===== src/rtl/irq_pkg.sv =====
// Shared sizing and FSM state encoding for the interrupt pending controller.
package irq_pkg;

    localparam int unsigned N     = 8;
    localparam int unsigned IDX_W = 3;

    typedef enum logic [1:0] {
        ST_IDLE   = 2'd0,
        ST_ASSERT = 2'd1,
        ST_GAP    = 2'd2
    } state_e;

endpackage


===== src/rtl/irq_pending_ctrl_if.sv =====
// Request/mask/handshake bundle between the interrupt controller and its environment.
interface irq_pending_ctrl_if;

    logic [irq_pkg::N-1:0]     req;
    logic                      mask_we;
    logic [irq_pkg::N-1:0]     mask_wd;
    logic                      ack;
    logic                      irq;
    logic [irq_pkg::IDX_W-1:0] vec;
    logic [irq_pkg::N-1:0]     pending;

    modport master (
        output req, mask_we, mask_wd, ack,
        input  irq, vec, pending
    );

    modport slave (
        input  req, mask_we, mask_wd, ack,
        output irq, vec, pending
    );

endinterface


===== src/rtl/irq_pending_ctrl_prio_enc.sv =====
// 8-to-3 priority encoder, bit 7 highest; output is 0 for an all-zero input.
module PriorityEncoder (
    input  logic [7:0] D,
    output logic [2:0] a
);

    always_comb begin
        a = 3'd0;
        for (int i = 0; i < 8; i++) begin
            if (D[i]) begin
                a = 3'(i);
            end
        end
    end

endmodule


===== src/rtl/irq_pending_ctrl.sv =====
// Rising-edge interrupt latch with enable mask, priority select and irq/ack handshake.
// Each accepted ack clears one pending bit; a GAP cycle forces irq low between services.
module irq_pending_ctrl
    import irq_pkg::*;
(
    input  logic               clk,
    input  logic               rst,
    irq_pending_ctrl_if.slave  bus
);

    logic [N-1:0]     req_q;
    logic [N-1:0]     pending_q, pending_d;
    logic [N-1:0]     mask_q;
    logic [IDX_W-1:0] vec_q, vec_d;
    logic             irq_q, irq_d;
    state_e           state_q, state_d;

    logic [N-1:0]     rise;
    logic [N-1:0]     act;
    logic [N-1:0]     clr;
    logic [IDX_W-1:0] enc_idx;

    assign rise = bus.req & ~req_q;
    assign act  = pending_q & mask_q;

    PriorityEncoder u_prio_enc (
        .D (act),
        .a (enc_idx)
    );

    // Next-state, vector capture and pending clear; set wins over clear.
    always_comb begin
        state_d = state_q;
        vec_d   = vec_q;
        clr     = '0;
        case (state_q)
            ST_IDLE: begin
                if (act != '0) begin
                    vec_d   = enc_idx;
                    state_d = ST_ASSERT;
                end
            end
            ST_ASSERT: begin
                if (bus.ack) begin
                    clr[vec_q] = 1'b1;
                    state_d    = ST_GAP;
                end
            end
            ST_GAP: begin
                state_d = ST_IDLE;
            end
            default: begin
                state_d = ST_IDLE;
            end
        endcase
        irq_d     = (state_d == ST_ASSERT);
        pending_d = (pending_q & ~clr) | rise;
    end

    always_ff @(posedge clk) begin
        if (rst) begin
            req_q     <= '0;
            pending_q <= '0;
            mask_q    <= '0;
            vec_q     <= '0;
            irq_q     <= 1'b0;
            state_q   <= ST_IDLE;
        end else begin
            req_q     <= bus.req;
            pending_q <= pending_d;
            vec_q     <= vec_d;
            irq_q     <= irq_d;
            state_q   <= state_d;
            if (bus.mask_we) begin
                mask_q <= bus.mask_wd;
            end
        end
    end

    assign bus.irq     = irq_q;
    assign bus.vec     = vec_q;
    assign bus.pending = pending_q;

endmodule


===== src/flat_wrapper.sv =====
// flat-port wrapper written by rule: the top's interface ports become plain ports
module irq_pending_ctrl_flat import irq_pkg::*;
  (clk, rst, bus_req, bus_mask_we, bus_mask_wd, bus_ack, bus_irq, bus_vec, bus_pending);
  irq_pending_ctrl_if bus_i ();
  input  logic clk;
  input  logic rst;
  input wire logic [$bits(bus_i.req)-1:0] bus_req;
  input wire logic [$bits(bus_i.mask_we)-1:0] bus_mask_we;
  input wire logic [$bits(bus_i.mask_wd)-1:0] bus_mask_wd;
  input wire logic [$bits(bus_i.ack)-1:0] bus_ack;
  output wire logic [$bits(bus_i.irq)-1:0] bus_irq;
  output wire logic [$bits(bus_i.vec)-1:0] bus_vec;
  output wire logic [$bits(bus_i.pending)-1:0] bus_pending;
  assign bus_i.req = bus_req;
  assign bus_i.mask_we = bus_mask_we;
  assign bus_i.mask_wd = bus_mask_wd;
  assign bus_i.ack = bus_ack;
  assign bus_irq = bus_i.irq;
  assign bus_vec = bus_i.vec;
  assign bus_pending = bus_i.pending;
  irq_pending_ctrl u_core (.clk(clk), .rst(rst), .bus(bus_i));
endmodule

===== config.mk =====
export PLATFORM = sky130hd
export DESIGN_NAME = irq_pending_ctrl_flat
export DESIGN_NICKNAME = d
export VERILOG_FILES = /design/src/rtl/irq_pkg.sv /design/src/rtl/irq_pending_ctrl_if.sv /design/src/rtl/irq_pending_ctrl_prio_enc.sv /design/src/rtl/irq_pending_ctrl.sv /design/src/flat_wrapper.sv
export SDC_FILE = /design/constraint.sdc
export NUM_CORES = 1
export LEC_CHECK = 0
export ABC_AREA = 0
export CAP_MARGIN = 10
export CORE_ASPECT_RATIO = 0.9
export CORE_MARGIN = 5
export CORE_UTILIZATION = 40
export DETAILED_ROUTE_END_ITERATION = 8
export PLACE_DENSITY = 0.73
export SLEW_MARGIN = 20
export SYNTH_ARGS = -nofsm -noshare
export SYNTH_HDL_FRONTEND = slang
export SYNTH_SLANG_ARGS = --single-unit

===== constraint.sdc =====
create_clock -name clk -period 2.4 [get_ports clk]
set_input_delay 0.6 -clock clk [delete_from_list [all_inputs] [get_ports clk]]
set_output_delay 0.6 -clock clk [all_outputs]
set_load 0.005 [all_outputs]

# After elaboration in Yosys (flattened, before gate mapping)
# Cells that the tools add are included.
# word_totals
reg_bits,30
# op_classes
order_cmp,2
eq_ne,2
n_mux,14
bitwise_logic,6
n_reduce_logical,4
# op_table
cell,count
AND 8 bit,3
two-way mux 3 bit,6
two-way mux 8 bit,2
NOT 8 bit,2
OR 8 bit,1
nonzero test 8 bit,1
== test 2 x 1 -> 1 bit (second input constant),2
< comparator 3 x 4 -> 1 bit (second input constant),1
two-way mux 2 bit,2
one-hot mux 2 bit (2 select lines),1
demux 1 bit (select 3 bit),1
>= comparator 3 x 1 -> 1 bit (second input constant),1
logical NOT 2 bit,1
two-way mux 1 bit,2
AND reduction 2 bit,1
logical AND 1 bit,1

# Logic depth before layout (Yosys ltp)
# Gate-level depths: netlist of the first run.
# logic_depth
word_depth,9
depth_mapped,4

# Hierarchy
# A second synthesis of the first run with hierarchy kept.
# unflattened
cells_unflattened,127
hier_area_um2,1178.6
# modules_own_cells
module,instances,cells_each,area_each_um2
irq_pending_ctrl,1,117,1133.6
PriorityEncoder,1,10,45.0

# Worst setup path after synthesis of the first run
# OpenSTA, ideal clock, no wires.
# synth_path
path_kind,in2reg
startpoint,in bus_ack
endpoint,"reg u_core.pending_q[0], in the netlist u_core.bus.pending[0]"
setup_time_ns,0.132
t_arrival_ns,1.230
required_ns,2.268
path_slack_ns,1.037
path_stages,4
path_cell_list,nand2_1 > or3_4 > o31ai_2 > a21oi_1
# synth_between
elab_chain_len,5
# synth_rtl
element,line_no,source
start: declaration,flat_wrapper.sv:10,input wire logic [$bits(bus_i.ack)-1:0] bus_ack;
two-way mux 8 bit,irq_pending_ctrl.sv:44,if (bus.ack) begin
two-way mux 8 bit,irq_pending_ctrl.sv:36,case (state_q)
NOT 8 bit,irq_pending_ctrl.sv:57,pending_d = (pending_q & ~clr) | rise;
AND 8 bit,irq_pending_ctrl.sv:57,
OR 8 bit,irq_pending_ctrl.sv:57,
end signal: assignment,irq_pending_ctrl.sv:70,pending_q <= pending_d;
end: declaration,irq_pending_ctrl.sv:12,"logic [N-1:0] pending_q, pending_d;"
# No other way between the ends.
# A chain may end at the register's enable or synchronous reset.

# Final worst setup path of the first run
# layout_path
startpoint,"reg u_core.vec_q[1], in the netlist u_core.bus.vec[1]"
endpoint,out bus_vec[1]
# layout_rtl
element,line_no,source
start: declaration,irq_pending_ctrl.sv:14,"logic [IDX_W-1:0] vec_q, vec_d;"
start signal: assignment,irq_pending_ctrl.sv:71,vec_q <= vec_d;
end: declaration,flat_wrapper.sv:12,output wire logic [$bits(bus_i.vec)-1:0] bus_vec;
# No word-level cell between the ends.

==> impl_metrics.csv, run 1 <==
group,metric,value,unit
run,maxCapViolations,0,
detailed_routing,drt_wl_total,2.674,mm
power,peakVddDrop,0.0003354,V
timing,drv_slew,0,
critical_path,cp_slowest_cell,"clkdlybuf4s50_1",
status,outcome,"complete, no violations",
clock_network,path_clk_slew,90,ps
global_route,grt.total_usage,14.59,%
power,power_density,635.9,nW/µm²
yosys,synth-edff-count,0,
yosys,yosys-top-cells-count,"30 x dfxtp_1, 12 x nand2b_1, 10 x a21oi_1",
yosys,syn_inst,114,
critical_path,worstPathCellList,"clkdlybuf4s50_1",
global_route,grt_start_max_net_pins,16,
placed_design,gp_congestion,0.7665,
timing,max_slew_margin,66.59,%
placed_design,portBuffers,31,
clock_network,clockBufferDepth,2,
critical_path,critPathBufInv,1,
yosys,synth_seq_cells,30,
detailed_routing,antenna_left,0,
die,ioPinCount,32,
detailed_routing,drtIter0Drc,37,
clock_network,clock_latency,320,ps
detailed_routing,drt-pass1-iter-count,4,
global_route,antenna_found_initial,0,
clock_network,htree_levels,2,
yosys,ys_seq_area_share,50.00,%
critical_path,critPathTopFamily,"buffers and inverters",
timing,fin_crit_sh,82.40,%
die,core-area,2815,µm²
cells_and_area,syn2layout_area_growth,33.75,%
clock_network,numCtsBuffers,5,
yosys,synthesis.area,1201,µm²
global_route,grt_pass1_wl,4.464,mm
critical_path,crit_type,"flip-flop to output pin",
yosys,synth_warnings,0,
critical_path,crit_arrival,1380,ps
die,rows,18,
power,power.total,1.022,mW
die,die_x,67.76,µm
yosys,avgSynthCellArea,10.54,µm²
yosys,synth-main-ff-cell,"dfxtp_1",
clock_network,cts_resized,0,
yosys,yosysMostFrequentCell,"dfxtp_1",
yosys,syn-num-nets,134,
timing,tightest_slew,499.6,ps
yosys,synth_top_cell_by_area,"dfxtp_1",
global_route,grt_pass1_vias,997,
detailed_routing,drc_errors,0,
yosys,synth_top_area_share,50.00,%
yosys,synthArstFlopShare,0,%
timing,hold_viol,0,
die,start_util,42.67,%
cells_and_area,final_util,57.07,%
cells_and_area,n_antenna_cell,0,
critical_path,critPathLaunchType,"flip-flop",
clock_network,cts_setup_buffers,0,
critical_path,required,1800,ps
cells_and_area,design_area,1607,µm²
timing,fin_setup_tns,0,ps
die,die_h,61.99,µm
power,power_leakage,0.6537,nW
die,die_area,4200,µm²
cells_and_area,layout-drive-gt1-share,12.67,%
yosys,ys_top_cells_by_area,"dfxtp_1 50%, mux2i_1 6.7%, nand2b_1 6.3%",
detailed_routing,wl_per_cell,14.07,µm
critical_path,cp_max_fo,7,
placed_design,place_area,1559,µm²
critical_path,max_stage_delay,560,ps
timing,max_clock_freq,0.5057,GHz
timing,finalSetupViolations,0,
hold_path,holdCritPathClass,"flip-flop to flip-flop",
global_route,overflow,0,
clock_network,cts-root-buf,"clkbuf_4",
timing,period_minus_slack,1978,ps
clock_network,cts_tree,"yes",
timing,rsz0062_at_grt,"no",
yosys,synth_cell_types,29,
detailed_routing,vias,955,
clock_network,cts.sinks,30,
critical_path,crit_path_end_kind,"output pin",
clock_network,cts-hold-fix-buffers,0,
detailed_routing,viasPerCell,5.026,
cells_and_area,nNetsFinal,170,
timing,skew,8.262,ps
timing,hold_ws,487.7,ps
[kinds of logic after synthesis]
kind of cell / after synthesis / share of synthesized area [%]
flops: 30 / 50.00
simple gates: 41 / 19.27
buf+inv: 4 / 1.458
mux: 8 / 6.667
compound gates: 31 / 22.61
[area by class of cell]
cell class / count / area [µm²]
clock buffers: 5 / 37.54
clock inverters: 2 / 10.01
fillers: 265 / 1209
multi-input cells: 80 / 583.1
flip-flops and latches: 30 / 600.6
well taps: 40 / 50.05
repair buffers: 33 / 325.3
[per-stage QoR]
stage               std cells  worst slack, ps
finish                    190            422.4
global route              190            329.5
CTS                       190            415.3
detailed placement        183            384.9
global placement          183            468.2
floorplan                 114             1037
[final timing paths]
check	from	to	slack (ps)	cells after the start
max reg2reg	u_core.state_q[0]	u_core.bus.pending[0]	1110	4
min	u_core.req_q[5]	u_core.bus.pending[5]	490	2
min reg2reg	u_core.req_q[5]	u_core.bus.pending[5]	490	2
max	u_core.bus.vec[1]	bus_vec[1]	420	1
[state kept, by name, indices dropped and copies added (netlist names)]
signal,count
u_core.bus.irq,1
u_core.bus.pending,8
u_core.state_q,2
u_core.mask_q,8
u_core.bus.vec,3
u_core.req_q,8
[cells in the final DEF (no fill, tap or decap)]
| master | count |
|---|---|
| clkdlybuf4s50_1 | 31 |
| dfxtp_1 | 30 |
| nand2b_1 | 12 |
| a21oi_1 | 10 |
| nor2_1 | 9 |
| mux2i_1 | 8 |
| nor2b_1 | 8 |
| o21ai_0 | 6 |
| nand2_1 | 5 |
| clkbuf_4 | 5 |
| a22oi_4 | 3 |
| a2111oi_0 | 2 |
| a32o_1 | 2 |
| clkinv_2 | 2 |
| buf_4 | 2 |
| a22oi_2 | 1 |
| nand4_1 | 1 |
| or2_4 | 1 |
| a21o_2 | 1 |
| a41oi_4 | 1 |
| nand4b_1 | 1 |
| or3_4 | 1 |
| o31ai_1 | 1 |
| o31ai_2 | 1 |
| nor3b_1 | 1 |
| a21o_1 | 1 |
| a31oi_1 | 1 |
| nor2_2 | 1 |
| a211oi_1 | 1 |
| nor3_1 | 1 |
[layer usage]
metal / GRT usage [%] / vias up / share of wire (%)
li1: - / 475 / -
met1: 16.30 / 444 / 44
met2: 24.41 / 31 / 47
met3: 7.014 / 5 / 8.3
met4: 5.202 / 0 / 0.71
met5: 0 / - / 0
[power breakdown]
group          internal, mW  switching (mW)
logic                 0.109          0.0642
clock network         0.105           0.167
registers             0.534          0.0422
total                 0.748           0.273
(Power assumes the default switching activity.)
==> run 2: changes to the inputs <==
Clock period 2.4 ns to 2 ns, I/O delays scaled along.
==> run 2 against run 1 <==
Effect of this change: routed wire length down 1.0%; sequential power up 20%; sequential share of layout area down 0.85 points; non-clock buffer count up 1; sequential cell count unchanged; power up 34%; first-iteration DRC count up 19%; critical path depth unchanged; core utilization up 1.3 points; critical path type unchanged.
==> impl_metrics.csv, run 2 (same netlist as run 1, synthesis figures left out) <==
group,metric,value,unit
status,outcome,"complete, no violations",
critical_path,r2r-start,"u_core.state_q[0]",
clock_network,numCtsBuffers,5,
critical_path,crit_arrival,1350,ps
detailed_routing,vias,936,
clock_network,htree_levels,2,
clock_network,cts_tree,"yes",
cells_and_area,mostFrequentLayoutCells,"31 x clkdlybuf4s50_1, 30 x dfxtp_1, 12 x nand2b_1, 10 x a21oi_1, 9 x nor2_1",
global_route,antenna_found_initial,0,
clock_network,path_clk_slew,90,ps
cells_and_area,layout-drive-gt1-share,13.82,%
timing,hold_viol,0,
placed_design,gp_congestion,0.7582,
clock_network,clockBufferDepth,2,
power,peakVddDrop,0.0005983,V
die,rows,18,
global_route,grt.total_usage,14.44,%
detailed_routing,drc_errors,0,
placed_design,hpwl,1.995,mm
critical_path,critPathLaunch,"u_core.bus.pending[0]",
timing,fin_crit_sh,92.42,%
clock_network,cts_setup_buffers,0,
cells_and_area,fill_cells,253,
cells_and_area,multi_input_area,583.1,µm²
die,die_area,4200,µm²
timing,rsz0062_at_grt,"no",
global_route,grt_start_max_net_pins,11,
detailed_routing,drt_wl_total,2.646,mm
cells_and_area,nNetsFinal,171,
cells_and_area,design_area,1644,µm²
cells_and_area,final_common_cell,"clkdlybuf4s50_1",
critical_path,worstPathCellList,"clkdlybuf4s50_1",
critical_path,crit_type,"flip-flop to output pin",
placed_design,pre_cts_ws,144.1,ps
clock_network,cts-root-buf,"clkbuf_4",
placed_design,portBuffers,31,
critical_path,rr_endpoint,"u_core.bus.pending[0]",
timing,max_clock_freq,0.5410,GHz
critical_path,cp_slowest_cell,"clkdlybuf4s50_1",
timing,skew,6.190,ps
timing,max_slew_margin,70.16,%
critical_path,critPathTopFamily,"buffers and inverters",
critical_path,r2r_cells,4,
global_route,grt_pass1_wl,4.353,mm
detailed_routing,antenna_left,0,
detailed_routing,viasPerCell,4.875,
cells_and_area,n_antenna_cell,0,
hold_path,holdCritPathClass,"flip-flop to flip-flop",
power,power_leakage,0.6726,nW
clock_network,clock_latency,320,ps
power,power_density,830.6,nW/µm²
die,die_h,61.99,µm
die,die_x,67.76,µm
critical_path,r2r_setup_slack,740,ps
die,ioPinCount,32,
cells_and_area,syn2layout_area_growth,36.88,%
clock_network,cts_resized,0,
critical_path,critPathLaunchType,"flip-flop",
critical_path,cp-endpoint,"bus_pending[0]",
detailed_routing,drt-pass1-iter-count,4,
critical_path,cp_max_fo,3,
cells_and_area,stdcell_count,192,
timing,period_minus_slack,1848,ps
critical_path,required,1500,ps
run,maxCapViolations,0,
critical_path,critPathBufInv,1,
global_route,overflow,0,
detailed_routing,wl_per_cell,13.78,µm
timing,finalSetupViolations,0,
cells_and_area,seq_area,600.6,µm²
timing,tightest_slew,446.2,ps
die,core-area,2815,µm²
placed_design,placed_cells,184,
timing,worst_slack,151.6,ps
die,start_util,42.67,%
critical_path,crit_path_end_kind,"output pin",
timing,drv_slew,0,
detailed_routing,drtIter0Drc,44,
clock_network,cts.sinks,30,
critical_path,max_stage_delay,560,ps
clock_network,cts-hold-fix-buffers,0,
placed_design,place_area,1567,µm²
critical_path,cp_num_cells,1,
timing,fin_setup_tns,0,ps
global_route,grt_pass1_vias,961,
==> run 2: worst min-delay path by stage <==
stage	from	to	cells after the start
global route	u_core.req_q[5]	u_core.bus.pending[5]	2
global placement	u_core.req_q[1]	u_core.bus.pending[1]	2
floorplan	u_core.req_q[0]	u_core.bus.pending[0]	2
detailed placement	u_core.req_q[5]	u_core.bus.pending[5]	2
finish	u_core.req_q[3]	u_core.bus.pending[3]	2
CTS	u_core.req_q[5]	u_core.bus.pending[5]	2
==> run 2: through the flow <==
step	total power, mW	hold WS, ps	utilization (%)
after detailed placement	0.9149	477.0	55.64
after global placement	0.9069	469.2	55.64
final	1.366	491.5	58.40
after global routing	1.445	500.6	58.40
after floorplan	0.8010	462.3	-
after CTS	1.383	491.9	58.40
==> run 2: report_power, final <==
| part | switching [mW] | internal, mW | leakage (nW) |
|---|---|---|---|
| clock network | 0.206 | 0.259 | 0.0450 |
| logic | 0.0772 | 0.132 | 0.379 |
| registers | 0.0500 | 0.641 | 0.249 |
==> run 2: layout make-up <==
type,instances,share of cell area [%]
clock buffers,5,2.283
flip-flops and latches,30,36.53
clock inverters,3,2.435
repair buffers,34,20.24
multi-input cells,80,35.46
well taps,40,3.044
==> run 2: per-layer routing <==
metal  vias up  global-route usage [%]  routed length [µm]
li1        480                       -                   -
met1       430                   17.51                1241
met2        23                   23.02                1243
met3         3                   6.115                 144
met4         0                   5.202                  17
met5         -                       0                   0
==> run 3: changes to the inputs <==
Settings changed: CTS_CLUSTER_DIAMETER set to 120.
==> results of run 3 <==
The final DEF is identical to that of run 2; final timing and power are the same.
